[src/rtl/adc_frame_trigger_pkg.sv]
// Shared types for the ADC frame trigger: FSM state encoding and the sample type.
package adc_frame_trigger_pkg;

    localparam int DATA_W_DEF = 12;

    typedef logic [DATA_W_DEF-1:0] sample_t;

    typedef enum logic [1:0] {
        ST_IDLE      = 2'b00,
        ST_WAIT_TRIG = 2'b01,
        ST_CAPTURE   = 2'b10,
        ST_DONE      = 2'b11
    } state_e;

endpackage

[src/rtl/adc_frame_trigger_decimator.sv]
// Decimator: free-running 0..decim counter; latches one ADC sample and strobes per wrap.
module adc_decimator
    import adc_frame_trigger_pkg::*;
#(
    parameter int DATA_W  = DATA_W_DEF,
    parameter int DECIM_W = 8
) (
    input  logic               i_clk,
    input  logic               i_reset_n,
    input  logic [DATA_W-1:0]  i_adc_data,
    input  logic [DECIM_W-1:0] i_decim,
    output logic [DATA_W-1:0]  o_dec_sample,
    output logic               o_dec_stb
);

    logic [DECIM_W-1:0] r_dcnt;
    logic [DATA_W-1:0]  r_dec_sample;
    logic               r_dec_stb;

    always_ff @(posedge i_clk) begin
        if (!i_reset_n) begin
            r_dcnt       <= '0;
            r_dec_sample <= '0;
            r_dec_stb    <= 1'b0;
        end else begin
            r_dec_stb <= 1'b0;
            if (r_dcnt == i_decim) begin
                r_dcnt       <= '0;
                r_dec_sample <= i_adc_data;
                r_dec_stb    <= 1'b1;
            end else if (r_dcnt > i_decim) begin
                // ratio shrank under the counter: resync silently
                r_dcnt <= '0;
            end else begin
                r_dcnt <= r_dcnt + 1'b1;
            end
        end
    end

    assign o_dec_sample = r_dec_sample;
    assign o_dec_stb    = r_dec_stb;

endmodule

[src/rtl/adc_frame_trigger.sv]
// Decimate ADC samples, wait for a hysteresis level trigger, emit one FRAME_LEN frame.
// Build option: define AUTO_TRIG_EN to force a trigger after TIMEOUT strobes in WAIT_TRIG.
module adc_frame_trigger
    import adc_frame_trigger_pkg::*;
#(
    parameter int DATA_W    = DATA_W_DEF,
    parameter int DECIM_W   = 8,
    parameter int FRAME_LEN = 1024,
    parameter int HYST      = 16,
    parameter int TIMEOUT   = 65535
) (
    input  logic               i_clk,
    input  logic               i_reset_n,
    input  logic [DATA_W-1:0]  i_adc_data,
    input  logic [DECIM_W-1:0] i_decim,
    input  logic [DATA_W-1:0]  i_trig_level,
    input  logic               i_free_run,
    input  logic               i_arm,
    output logic [DATA_W-1:0]  o_data_out,
    output logic               o_data_valid,
    output logic               o_tongbu,
    output logic               o_busy,
    output logic [1:0]         o_state
);

    localparam int               FCNT_W = $clog2(FRAME_LEN);
    localparam logic [DATA_W-1:0] HYST_V = DATA_W'(HYST);

    state_e             r_state, w_state_nxt;
    logic [FCNT_W-1:0]  r_fcnt, w_fcnt_nxt;
    logic               r_low_seen, w_low_nxt;
    logic               w_emit, w_first, w_trig, w_below, w_auto;
    logic [DATA_W-1:0]  w_dec_sample, w_thr_low, r_cap, r_data_out;
    logic               w_dec_stb, r_emit, r_first, r_data_valid, r_tongbu;

    adc_decimator #(.DATA_W(DATA_W), .DECIM_W(DECIM_W)) u_dec (
        .i_clk       (i_clk),
        .i_reset_n   (i_reset_n),
        .i_adc_data  (i_adc_data),
        .i_decim     (i_decim),
        .o_dec_sample(w_dec_sample),
        .o_dec_stb   (w_dec_stb)
    );

    assign w_thr_low = (i_trig_level > HYST_V) ? i_trig_level - HYST_V : '0;
    assign w_below   = w_dec_sample < w_thr_low;
    assign w_trig    = i_free_run | w_auto | (r_low_seen & (w_dec_sample >= i_trig_level));

`ifdef AUTO_TRIG_EN
    localparam int TCNT_W = $clog2(TIMEOUT + 1);
    logic [TCNT_W-1:0] r_tcnt;

    always_ff @(posedge i_clk) begin
        if (!i_reset_n || r_state != ST_WAIT_TRIG) r_tcnt <= '0;
        else if (w_dec_stb)                        r_tcnt <= r_tcnt + 1'b1;
    end

    // the strobe that would bring the count to TIMEOUT fires the trigger
    assign w_auto = (r_tcnt == TCNT_W'(TIMEOUT - 1));
`else
    assign w_auto = (TIMEOUT < 0);
`endif

    always_ff @(posedge i_clk) begin
        if (!i_reset_n) r_state <= ST_IDLE;
        else            r_state <= w_state_nxt;
    end

    always_comb begin
        w_state_nxt = r_state;
        w_fcnt_nxt  = r_fcnt;
        w_low_nxt   = r_low_seen;
        w_emit      = 1'b0;
        w_first     = 1'b0;
        unique case (r_state)
            ST_IDLE: begin
                w_low_nxt  = 1'b0;
                w_fcnt_nxt = '0;
                if (i_arm) w_state_nxt = ST_WAIT_TRIG;
            end
            ST_WAIT_TRIG: begin
                if (!i_arm) begin
                    w_state_nxt = ST_IDLE;
                end else if (w_dec_stb) begin
                    if (w_trig) begin
                        w_state_nxt = ST_CAPTURE;
                        w_emit      = 1'b1;
                        w_first     = 1'b1;
                        w_fcnt_nxt  = FCNT_W'(1);
                        w_low_nxt   = 1'b0;
                    end else if (w_below) begin
                        w_low_nxt = 1'b1;
                    end
                end
            end
            ST_CAPTURE: begin
                if (w_dec_stb) begin
                    w_emit = 1'b1;
                    if (r_fcnt == FCNT_W'(FRAME_LEN - 1)) begin
                        w_state_nxt = ST_DONE;
                        w_fcnt_nxt  = '0;
                    end else begin
                        w_fcnt_nxt = r_fcnt + 1'b1;
                    end
                end
            end
            ST_DONE: begin
                w_low_nxt   = 1'b0;
                w_state_nxt = i_arm ? ST_WAIT_TRIG : ST_IDLE;
            end
            default: w_state_nxt = ST_IDLE;
        endcase
    end

    // one capture stage plus one output stage: a latched sample reaches the pins two edges later
    always_ff @(posedge i_clk) begin
        if (!i_reset_n) begin
            r_fcnt       <= '0;
            r_low_seen   <= 1'b0;
            r_emit       <= 1'b0;
            r_first      <= 1'b0;
            r_cap        <= '0;
            r_data_out   <= '0;
            r_data_valid <= 1'b0;
            r_tongbu     <= 1'b0;
        end else begin
            r_fcnt       <= w_fcnt_nxt;
            r_low_seen   <= w_low_nxt;
            r_emit       <= w_emit;
            r_first      <= w_first;
            if (w_emit) r_cap <= w_dec_sample;
            r_data_valid <= r_emit;
            r_tongbu     <= r_first;
            if (r_emit) r_data_out <= r_cap;
        end
    end

    assign o_data_out   = r_data_out;
    assign o_data_valid = r_data_valid;
    assign o_tongbu     = r_tongbu;
    assign o_busy       = (r_state == ST_WAIT_TRIG) || (r_state == ST_CAPTURE);
    assign o_state      = r_state;

endmodule
[config.mk]
export PLATFORM = sky130hd
export DESIGN_NAME = adc_frame_trigger
export DESIGN_NICKNAME = d
export VERILOG_FILES = /design/src/rtl/adc_frame_trigger_pkg.sv /design/src/rtl/adc_frame_trigger_decimator.sv /design/src/rtl/adc_frame_trigger.sv
export SDC_FILE = /design/constraint.sdc
export NUM_CORES = 1
export LEC_CHECK = 0
export BUFFER_PORTS_ARGS = -buffer_cell sky130_fd_sc_hd__buf_4
export CORE_ASPECT_RATIO = 1.2
export CORE_UTILIZATION = 59
export CTS_BUF_LIST = sky130_fd_sc_hd__clkbuf_2 sky130_fd_sc_hd__clkbuf_4 sky130_fd_sc_hd__clkbuf_8
export DETAILED_ROUTE_END_ITERATION = 10
export GPL_TIMING_DRIVEN = 0
export PLACE_DENSITY_LB_ADDON = 0.12
export SLEW_MARGIN = 15
export SYNTH_ARGS = -nofsm -noshare
export SYNTH_HDL_FRONTEND = slang
export SYNTH_SLANG_ARGS = --single-unit
[constraint.sdc]
create_clock -name i_clk -period 4.4 [get_ports i_clk]
set_input_delay 1.32 -clock i_clk [delete_from_list [all_inputs] [get_ports i_clk]]
set_output_delay 1.32 -clock i_clk [all_outputs]
set_load 0.02 [all_outputs]
* Word-level counts from Yosys, hierarchy flattened
Index checks and enable logic that the tools add are counted.
W data, S select, Z words.
** Word-level totals
- Output and inout port bits :: 17
- Logic and storage cells :: 72
- Register bits after elaboration :: 62
** Cells by class
- Reductions and logical operators :: 10
- $add $sub $neg :: 3
- Muxes and demuxes :: 26
- Magnitude comparators :: 4
- Bitwise gates (word level) :: 3
- Eq/ne operators :: 14
** Operators by type and width (number)
- $mux W10 :: 5
- $pmux W10 S3 :: 1
- $ge A12 B12 Y1 :: 1
- $gt A12 B5 Y1 const B :: 1
- $lt A12 B12 Y1 :: 1
- $mux W12 :: 1
- $mux W2 :: 6
- $sub A12 B5 Y12 const B :: 1
- $add A10 B1 Y10 const B :: 1
- $eq A10 B10 Y1 const B :: 1
- $mux W1 :: 10
- $reduce_and A5 Y1 :: 2
- $add A8 B1 Y8 const B :: 1
- $eq A8 B8 Y1 :: 1
- $gt A8 B8 Y1 :: 1
- $ne A2 B2 Y1 const B :: 4
- $pmux W2 S4 :: 1
- $ne A3 B3 Y1 const B :: 2
- $eq A2 B2 Y1 const B :: 2
- $ne A2 B1 Y1 const B :: 2
- $pmux W1 S2 :: 2
- $reduce_and A4 Y1 :: 1
- $ne A3 B2 Y1 const B :: 1
- $reduce_bool A3 Y1 :: 1
- 10 further kinds :: 10

* Logic depth before layout (Yosys ltp)
- Depth in word-level cells :: 8
- Gate-level depth with buffers :: 13
- Mapped depth without buffers :: 13

* Cells and area by module
Synthesis repeated with hierarchy kept, for this count alone.
** Second synthesis, totals
- Cell total of the unflattened synthesis :: 404
- Area, all modules :: 3598.5 µm²
** Modules (own cells, without submodules)
- adc_frame_trigger :: cells an instance 317, seq. area each 820.8 µm², times used 1, area each 2691.3 µm²
- adc_decimator :: cells an instance 87, seq. area each 420.4 µm², times used 1, area each 907.1 µm²

* Worst setup path before layout
Ideal clock, no wire load.
- Kind :: input to register
- Start :: in i_trig_level[5]
- End :: reg r_low_seen
- Arrival time :: 3.619 ns
- Required time :: 4.273 ns
- Buffers on the path :: 0
- Setup time :: 0.127 ns
- Path slack :: 0.654 ns
- Stages :: 13
- Cell sequence :: inv_1 > ha_1 > or4b_2 > o21ai_0 > nand2_1 > nand2_1 > ha_1 > o211ai_1 > o21ai_0 > a21oi_1 > o41ai_2 > a41oi_1 > o31ai_1
** On the way
- Word-level cells in the longest chain between the ends :: 7
- Elaborated cells on any way between the ends :: 13
** Ends and longest elaborated chain
- start: declaration :: RTL line adc_frame_trigger.sv:16 : input logic [DATA_W-1:0] i_trig_level,
- branches (longest 7 deep; another with $sub A12 B5 Y12)
- end signal: assignment :: RTL line adc_frame_trigger.sv:128 : r_low_seen <= w_low_nxt;
- end: declaration :: RTL line adc_frame_trigger.sv:31 : logic r_low_seen, w_low_nxt;
Parallel ways; which one is timed is not known. The select of a mux whose other input is x is not followed.
A chain may end at the register's enable or synchronous reset.

* Worst setup path after layout
Ends and elaborated chain as after synthesis.

==> results.md <==
* Status: finished, final reports clean
* Fill count at ~470
* Avg Cell Area, Syn at between 8 and 9 sq um
* Number of cells on the critical path at 14
* FF+latch area at between 0.001 and 0.0015 sq mm
* Area grow syn2layout at 19.2%
* Cell chain of the critical path: buf_4 > inv_1 > ha_1 > or4b_2 > o21ai_0 > nand2_1 > nand2_1 > ha_1 > o211ai_1 > o21ai_0 > a21oi_1 > o41ai_2 > a41oi_1 > o31ai_1
* H-tree depth at 3
* Number of global-route vias before repair at ~3000
* Slack of the critical path at roughly 0.4 ns
* Drc violations at 0
* Remaining antenna violation count at 0
* Layout cells sized above 1 at 17.5%
* Setup violations, final at 0
* Gr usage total at 26.3%
* Worst setup SP type: input port
* Post-cts hold buffer count at 0
* Max cap viols at 0
* PortBufs at 51
* Vias at between 3000 and 4000
* Initial DRC Count at roughly 170
* Die area at 0.00652 sq mm
* Power Total at between 0.001 and 0.0015 W
* Placeable core area at 0.00601 sq mm
* Reg clk slew, reported paths at 0.07 ns
* Top FF cell, synth: dfxtp_1
* Die Ht at 88.3 um
* Async S/R FF share, synth at 0%
* Worst Setup Path Type: input port to flip-flop
* Die W at 73.9 um
* CP arrival at 4.27 ns
* Pre-CTS setup slack at 0.108 ns
* CTS tree: built
* Clock buffer depth at 2
* Global-route wire length before repair at roughly 13000 um
* HPWL after DPL at 5950 um
* Crit share post-route at between 90% and 100%
* Clock Latency Late Sink at around 0.34 ns
* Routed len/inst at around 14 um
* Initial antenna violation count at 0
* Final hold viol count at 0
* Max Freq at 249 MHz
* Grt total ovfl at 0
* Root Driver: clkbuf_8
* Post-synth EDFFs at 0
* Syn Std Cell Area at around 0.0037 sq mm
* WHS at 0.458 ns
* Post-Syn Instances at a little over 400
* Worst Setup End Kind: flip-flop
* Total wire length at approximately 8000 um
* Routability cong. at between 0.9 and 1
* Drt pass-1 iters at 5
* Worst-margin pin slew at around 0.75 ns
* Register area share after synthesis at about a third
* WP data required at approximately 4.7 ns
* Largest net degree at the start of global routing at 12
* Antenna Cells at 0
* Slew HR at 50.0%
* Avg Vias per Cell at around 5.6
* Cell Rows at 31
* Synth Warn # at 0
* Nets at around 550
* TritonCTS buffer count at 9
* Hold WC Path Type: flip-flop to flip-flop
* Top delay family on crit path: compound AO/OA/AOI/OAI gates
* Setup Buffers After CTS at 0
* Starting Density at 60.9%
* # clock sinks at 62
* Setup TNS at 0 ns
* Synth unique cells at 48
* CP Buf/Inv Count at 2
* Final critical-path required period at roughly 4.0 ns
* RSZ-0062 raised after global routing: false
* IO Count at between 50 and 60
* Pwr dens at between 200 and 300 mW/mm^2
* Number of synthesized register bits at 62
* Post-CTS sizing at 0
* CP max stage delay at 0.57 ns
* Max IR drop VDD at around 210 uV
* Slowest CP cell: or4b_2
* Syn nets at slightly below 500
* Pleak at around 1.8 nW
* Fin Clk Skew at about 0.009 ns
* Multi-input gate area at roughly 0.0023 sq mm
* Reg2reg path depth at 9
* Max Fanout on Critical Path at 9
* Slew Limit Fails at 0
* Hold depth at 1
-- cells in the mapped netlist (all sizes together), types with 9 or more instances --
master  instances  area [sq um]
nor2           17          63.8
clkbuf          9          33.8
ha             41           513
nand3          10          50.1
nor2b          41           257
a21oi          22           110
nand2          33           124
mux2i          36           360
dfxtp          62          1240
inv            25          93.8
o21ai          16          80.1
and2            9          56.3
-- routing by layer --
layer | GRT usage (%) | share of wire, % | up-vias
li1 | - | - | 1565
met1 | 30.6 | 44 | 1454
met2 | 46.8 | 50 | 81
met3 | 6.26 | 4.7 | 8
met4 | 9.27 | 1.2 | 0
met5 | 0 | 0 | -
-- metrics by stage --
step / cells / utilization (%) / area (sq um)
after floorplan: 407 / - / 3660
after global placement: 540 / 68.9 / 4140
after detailed placement: 540 / 68.9 / 4140
after CTS: 556 / 72.5 / 4360
after global routing: 556 / 72.5 / 4360
final: 556 / 72.5 / 4360
-- cells by family (layout without fill, tap and decap cells) --
kind of cell,Yosys count,after routing,share of synthesized area [%]
XOR/XNOR,10,10,2.39
buffers and inverters,39,106,4.31
multiplexers,36,36,9.85
adder cells (fa/ha/maj),41,41,14.0
AO/OA/AOI/OAI,66,66,12.5
flip-flops,62,62,33.9
AND/OR/NAND/NOR,153,153,23.0
-- registers in the layout (all words and copies together) (netlist names), named ones only --
register            flops
u_dec.o_dec_sample     12
r_low_seen              1
u_dec.r_dcnt            8
r_cap                  12
o_data_out             12
r_fcnt                 10
o_tongbu                1
o_state                 1
r_emit                  1
u_dec.o_dec_stb         1
o_data_valid            1
r_first                 1
-- final cells by class --
type / instances / area share [%]
tap: 82 / 2.35
timing repair buffer: 51 / 8.78
multi-input combinational: 306 / 51.8
clock buffer: 10 / 3.01
sequential: 62 / 28.5
clock inverter: 6 / 1.98
inverter: 25 / 2.15
buffer: 14 / 1.46
-- cell usage in the layout (no fill, tap or decap), types with 4 or more instances in the layout --
cell type / Yosys / routed
buf_4: 0 / 51
a21oi_1: 22 / 22
clkbuf_8: 0 / 9
mux2i_1: 36 / 36
nand4_1: 8 / 8
nor2_1: 17 / 17
nand2_1: 33 / 33
inv_1: 25 / 25
xnor2_1: 7 / 7
ha_1: 41 / 41
and2_1: 9 / 9
nand3_1: 10 / 10
and3_1: 6 / 6
nor4_1: 6 / 6
nor2b_1: 41 / 41
nor3_1: 7 / 7
a31o_2: 4 / 4
dfxtp_1: 62 / 62
o21ai_0: 14 / 14
clkbuf_1: 9 / 9
-- report_power, final --
part	switching [W]	internal [W]	total, W	leakage (nW)
clock	0.000223	0.000324	0.000547	0.110
combinational	0.0000888	0.0000692	0.000158	1.18
sequential	0.00000787	0.000567	0.000575	0.500
total	0.000320	0.000960	0.00128	1.79
-- final timing paths --
check             slack, ns         end             from
hold / removal         0.46    o_tongbu          r_first
setup / recovery       0.39  r_low_seen  i_trig_level[5]
hold reg to reg        0.46    o_tongbu          r_first
setup reg to reg       2.01   r_fcnt[4]       o_state[0]
(Power assumes the default switching activity.)
